<file path="config.mk">
export PLATFORM = sky130hd
export DESIGN_NAME = imem_boot_loader
export DESIGN_NICKNAME = d
export VERILOG_FILES = /design/src/rtl/mips_pkg.sv /design/src/rtl/boot_word_packer.sv /design/src/rtl/imem_boot_loader.sv
export SDC_FILE = /design/constraint.sdc
export NUM_CORES = 1
export LEC_CHECK = 0
export ABC_AREA = 1
export CORE_MARGIN = 2
export CORE_UTILIZATION = 50
export DETAILED_ROUTE_END_ITERATION = 8
export PLACE_DENSITY = 0.72
export SLEW_MARGIN = 20
export SYNTH_ARGS = -nofsm -noshare
export SYNTH_HDL_FRONTEND = slang
export SYNTH_SLANG_ARGS = --single-unit
export TNS_END_PERCENT = 30
</file>
<file path="constraint.sdc">
create_clock -name clk -period 5.3 [get_ports clk]
set_input_delay 1.06 -clock clk [delete_from_list [all_inputs] [get_ports clk]]
set_output_delay 1.06 -clock clk [all_outputs]
set_load 0.05 [all_outputs]
</file>
<file path="src/rtl/mips_pkg.sv">
// Shared types for the MIPS boot path: loader FSM states and image framing constants.
package mips_pkg;

    typedef enum logic [2:0] {
        IDLE,
        LEN_HI,
        LEN_LO,
        DATA,
        CHECK,
        DONE,
        ERROR
    } t_boot_state;

    localparam int BOOT_LEN_BYTES = 2;

endpackage

</file>
<file path="src/rtl/boot_word_packer.sv">
// Packs an MSB-first byte stream into 32-bit words and keeps a running XOR checksum.
module boot_word_packer (
    input  logic        clk,
    input  logic        rst,
    input  logic        i_clear,
    input  logic        i_valid,
    input  logic [7:0]  i_byte,
    output logic        o_last_byte,
    output logic [31:0] o_word,
    output logic        o_word_valid,
    output logic [7:0]  o_checksum
);

    logic [1:0]  r_byte_cnt;
    logic [23:0] r_shift;
    logic [31:0] r_word;
    logic        r_word_valid;
    logic [7:0]  r_checksum;

    // The completed word is latched separately so it stays stable during its write
    // cycle while the next word's first byte is already shifting in.
    always_ff @(posedge clk) begin
        if (rst || i_clear) begin
            r_byte_cnt   <= 2'd0;
            r_shift      <= 24'd0;
            r_word       <= 32'd0;
            r_word_valid <= 1'b0;
            r_checksum   <= 8'd0;
        end else begin
            r_word_valid <= 1'b0;
            if (i_valid) begin
                r_byte_cnt <= r_byte_cnt + 2'd1;
                r_shift    <= {r_shift[15:0], i_byte};
                r_checksum <= r_checksum ^ i_byte;
                if (r_byte_cnt == 2'd3) begin
                    r_word       <= {r_shift, i_byte};
                    r_word_valid <= 1'b1;
                end
            end
        end
    end

    assign o_last_byte  = (r_byte_cnt == 2'd3);
    assign o_word       = r_word;
    assign o_word_valid = r_word_valid;
    assign o_checksum   = r_checksum;

endmodule

</file>
<file path="src/rtl/imem_boot_loader.sv">
// Receives a length-prefixed, checksummed program image and writes it into instruction
// memory, holding the core in reset until a verified image is in place.
module imem_boot_loader
    import mips_pkg::*;
#(
    parameter int IMEM_DEPTH = 256,
    parameter int ADDR_W     = 10
) (
    input  logic              clk,
    input  logic              rst,
    input  logic              start,
    input  logic              in_valid,
    input  logic [7:0]        in_data,
    output logic              in_ready,
    output logic              imem_we,
    output logic [ADDR_W-1:0] imem_addr,
    output logic [31:0]       imem_wdata,
    output logic              core_rst,
    output logic              done,
    output logic              error
);

    localparam int LEN_W = BOOT_LEN_BYTES * 8;
    localparam int IDX_W = ADDR_W - 2;
    localparam logic [LEN_W-1:0] DEPTH_WORDS = LEN_W'(IMEM_DEPTH);

    t_boot_state      r_state;
    t_boot_state      w_next;
    logic [7:0]       r_len_hi;
    logic [LEN_W-1:0] r_len;
    logic [LEN_W-1:0] r_words_rx;
    logic [IDX_W-1:0] r_word_idx;

    logic             w_accept;
    logic             w_clear;
    logic             w_pack_valid;
    logic             w_last_byte;
    logic             w_word_valid;
    logic [31:0]      w_word;
    logic [7:0]       w_checksum;
    logic [LEN_W-1:0] w_len;

    assign w_accept     = in_valid & in_ready;
    assign w_len        = {r_len_hi, in_data};
    assign w_clear      = (w_next == LEN_HI) && (r_state != LEN_HI);
    assign w_pack_valid = w_accept && (r_state == DATA);

    boot_word_packer u_packer (
        .clk          (clk),
        .rst          (rst),
        .i_clear      (w_clear),
        .i_valid      (w_pack_valid),
        .i_byte       (in_data),
        .o_last_byte  (w_last_byte),
        .o_word       (w_word),
        .o_word_valid (w_word_valid),
        .o_checksum   (w_checksum)
    );

    always_ff @(posedge clk) begin
        if (rst) begin
            r_state <= IDLE;
        end else begin
            r_state <= w_next;
        end
    end

    always_comb begin
        w_next = r_state;
        unique case (r_state)
            IDLE, DONE, ERROR: begin
                if (start) begin
                    w_next = LEN_HI;
                end
            end
            LEN_HI: begin
                if (w_accept) begin
                    w_next = LEN_LO;
                end
            end
            LEN_LO: begin
                if (w_accept) begin
                    if (w_len > DEPTH_WORDS) begin
                        w_next = ERROR;
                    end else if (w_len == '0) begin
                        w_next = CHECK;
                    end else begin
                        w_next = DATA;
                    end
                end
            end
            DATA: begin
                // Leave on the last byte of the final word; its write lands in CHECK.
                if (w_accept && w_last_byte && (r_words_rx + LEN_W'(1) == r_len)) begin
                    w_next = CHECK;
                end
            end
            CHECK: begin
                if (w_accept) begin
                    w_next = (in_data == w_checksum) ? DONE : ERROR;
                end
            end
            default: w_next = IDLE;
        endcase
    end

    always_ff @(posedge clk) begin
        if (rst || w_clear) begin
            r_len_hi   <= 8'd0;
            r_len      <= '0;
            r_words_rx <= '0;
            r_word_idx <= '0;
        end else begin
            if (r_state == LEN_HI && w_accept) begin
                r_len_hi <= in_data;
            end
            if (r_state == LEN_LO && w_accept) begin
                r_len <= w_len;
            end
            if (w_pack_valid && w_last_byte) begin
                r_words_rx <= r_words_rx + LEN_W'(1);
            end
            if (w_word_valid) begin
                r_word_idx <= r_word_idx + IDX_W'(1);
            end
        end
    end

    always_comb begin
        in_ready = 1'b0;
        core_rst = 1'b1;
        done     = 1'b0;
        error    = 1'b0;
        unique case (r_state)
            LEN_HI, LEN_LO, DATA, CHECK: in_ready = 1'b1;
            DONE: begin
                core_rst = 1'b0;
                done     = 1'b1;
            end
            ERROR: error = 1'b1;
            default: ;
        endcase
    end

    assign imem_we    = w_word_valid;
    assign imem_addr  = {r_word_idx, 2'b00};
    assign imem_wdata = w_word;

endmodule

</file>
==> flow_summary.toml <==
[worst_setup_path]
cp_max_fo = 40
max_stage_delay_ns = 0.55
path_buf_inv = 4
start_kind = "primary input"
crit_required_ns = 5.68
endpoint_kind = "flop"
reg2reg_slack_ns = 2.02
cp_slowest_cell = "clkinv_1"
critPathKind = "primary input to flop"
crit_chain = "clkdlybuf4s50_1, inv_1, nor2_2, clkinv_1, nor2_1, nor3_1, nand2_1, nand2_1, o21bai_4, buf_4, nor2_1"
arrival_ns = 3.96
crit_family = "buffers and inverters"

[power_and_ir_drop]
powerDensity_mw_per_mm2 = 342.7
max-vdd-ir-drop_uv = 234.0
pwr-share-comb = 0.084
swShare = 0.2675
p_switching_mw = 0.6007
cellInternalPower_mw = 1.645
pwr-share-clk = 0.511
power_mw = 2.245
p_leak_nw = 2.553
seq_power_share = 0.405

[final_layout]
drive_above_1_share = 0.07550
diodes = 0
fillers = 923
multiInputGateArea_sq_mm = 0.002536
regArea_sq_mm = 0.002362
fin_nets = 810
area_growth_pct = 22.36

[logic_synthesis]
synth_xor_area_frac = 0.04510
synth_mux_area_frac = 0.04300
synthTopCellsByArea = "dfxtp_1 44%, nand2_1 12%, nor2_1 9.4%"
synth_ff_type = "dfxtp_1"
ys_warn_count = 0
synth-seq-cells = 118
synthAdderAreaFrac = 0.007011
synth_compound_area_frac = 0.09091
synth_cell_types = 29
synth-edff-count = 0
synth_cells = 744
syn-cell-area_sq_mm = 0.005354
syn_area_per_cell_sq_um = 7.196
async_flop_share = 0
yosysMostFrequentCell = "nand2_1"
synth_common_cells = "166 x nand2_1, 134 x nor2_1, 118 x dfxtp_1, 82 x o21ai_0, 71 x inv_1"
synth-simple-area-share = 0.2853
ys_seq_area_frac = 0.4412
synth_top_family_by_area = "simple AND/OR/NAND/NOR gates"
yosysTopAreaCell = "dfxtp_1"
yosysTopAreaCellShare = 0.4412

[drt]
drt-initial-drc-count = 212
wirelength_mm = 12.03
vias_per_cell = 4.987
vias = 4708
detail_route.wl_per_cell_microns = 12.75
drtPass1Iterations = 5
drc_errors = 0
postRouteAntennaNets = 0

[clock_tree]
cts_resized = 0
cts_buffer_depth = 2
cts_tree = "yes"
root_buffer = "clkbuf_8"
clock_sinks = 118
numCtsBuffers = 17
cts_max_level = 4
clk_pin_slew_ns = 0.06
clk_latency_ns = 0.51
post-cts-setup-buffer-count = 0
hold_buffers = 0

[floorplanning]
die-area_sq_mm = 0.01155
fp.dieW_microns = 107.5
die-height_microns = 107.5
fp-row-count = 37
start_util = 0.5163
ios = 59
fp.coreArea_sq_mm = 0.01037

[placed_design]
portBuffers = 56
place_congestion = 0.9030
dpl.hpwl_mm = 8.323

[sta]
tightest_slew_ns = 0.7696
finalSetupViolations = 0
timing.final.crit_period_ns = 3.576
rsz0062_at_grt = "false"
period_share = 0.6747
tns_ns = 0
slew-limit-headroom = 0.4864
finClkSkew_ns = 0.008945
hold_viol = 0
max_freq_ghz = 0.2796
slew_violations = 0

[global_routing]
grt_pass1_vias = 4445
grt_usage = 0.2224
antenna_found_initial = 0
grt_max_degree = 64
grt_pass1_wl_mm = 20.40
grt_overflow = 0

[run]
drv_cap = 0

[hold_path]
hold_class = "flop to flop"

[run_status]
outcome = "completed"
[path summary, 6_finish.rpt]
| check | from | to | cells past startpoint |
|---|---|---|---|
| worst min register to register | u_packer.o_word[17] | u_packer.o_word[17] | 2 |
| worst max register to register | r_words_rx[0] | r_word_idx[7] | 15 |
| worst min-delay path | u_packer.o_word[17] | u_packer.o_word[17] | 2 |
| worst max-delay path | in_valid | r_word_idx[7] | 11 |
[cells by family (layout without fill, tap and decap cells)]
family | after synthesis | in the layout
other | 1 | 2
XOR/XNOR | 26 | 26
AND/OR/NAND/NOR | 372 | 372
multiplexers | 23 | 23
flip-flops | 118 | 118
buffers and inverters | 107 | 170
adder cells (fa/ha/maj) | 3 | 3
AO/OA/AOI/OAI | 94 | 94
[power groups by stage]
| stage | registers, mW | logic, mW | clock network, mW |
|---|---|---|---|
| finish | 0.909 | 0.189 | 1.15 |
| floorplan | 0.925 | 0.159 | 0 |
| detailed placement | 0.929 | 0.187 | 0 |
| global route | 0.910 | 0.208 | 1.20 |
| CTS | 0.909 | 0.188 | 1.17 |
| global placement | 0.928 | 0.185 | 0 |
[stage by stage]
step	utilization	area, sq um	instances	hold WS (ns)	worst slack, ns
2_1_floorplan	-	5358	745	0.4830	2.723
3_3_place_gp	0.5743	5956	912	0.4944	1.329
3_5_place_dp	0.5743	5956	912	0.5010	1.245
4_1_cts	0.6318	6551	944	0.5174	1.747
5_1_grt	0.6318	6551	944	0.5372	1.363
6_report	0.6318	6551	944	0.5123	1.724
[worst register-to-register path: cells and delay by family (launching register included)]
| kind | cells | cell delay [ns] |
|---|---|---|
| buffers and inverters | 1 | 0.51 |
| AND/OR/NAND/NOR | 12 | 1.54 |
| flip-flops | 1 | 0.45 |
| AO/OA/AOI/OAI | 1 | 0.40 |
| adder cells (fa/ha/maj) | 1 | 0.27 |
[layer usage]
| metal | part of all wire | vias up | GRT usage |
|---|---|---|---|
| met5 | 0 | - | 0 |
| met4 | 0.019 | 0 | 0.07967 |
| met3 | 0.043 | 20 | 0.05872 |
| met2 | 0.48 | 100 | 0.3729 |
| met1 | 0.46 | 2138 | 0.2748 |
| li1 | - | 2450 | - |
[sequential cells by signal (all words and copies together) (netlist names)]
register and count:
r_len 16, r_len_hi 8, r_words_rx 16, u_packer.r_byte_cnt 2
u_packer.r_shift 24, u_packer.o_word_valid 1, u_packer.o_word 32, r_word_idx 8
r_state 3, u_packer.o_checksum 8
[layout by cell type (no fill, tap or decap), types with 2 or more instances in the layout]
cell	instances
a21oi_1	7
buf_4	5
bufinv_16	2
clkbuf_16	16
clkdlybuf4s50_1	56
clkinv_4	3
conb_1	2
dfxtp_1	118
ha_1	3
inv_1	71
inv_2	5
inv_6	7
inv_8	3
mux2i_1	23
nand2_1	166
nand3_1	36
nand4_1	9
nor2_1	134
nor2_2	15
nor3_1	7
o21ai_0	82
o21ai_1	3
xnor2_1	10
xor2_1	15
[area by class of cell]
type	count	area share
Timing Repair Buffer	61	0.09129
Clock inverter	15	0.02769
Inverter	77	0.04412
Sequential cell	118	0.3606
Clock buffer	17	0.06322
Multi-Input combinational cell	520	0.3871
Tap cell	136	0.02597
Note: power is estimated with default switching activity, not from simulation.
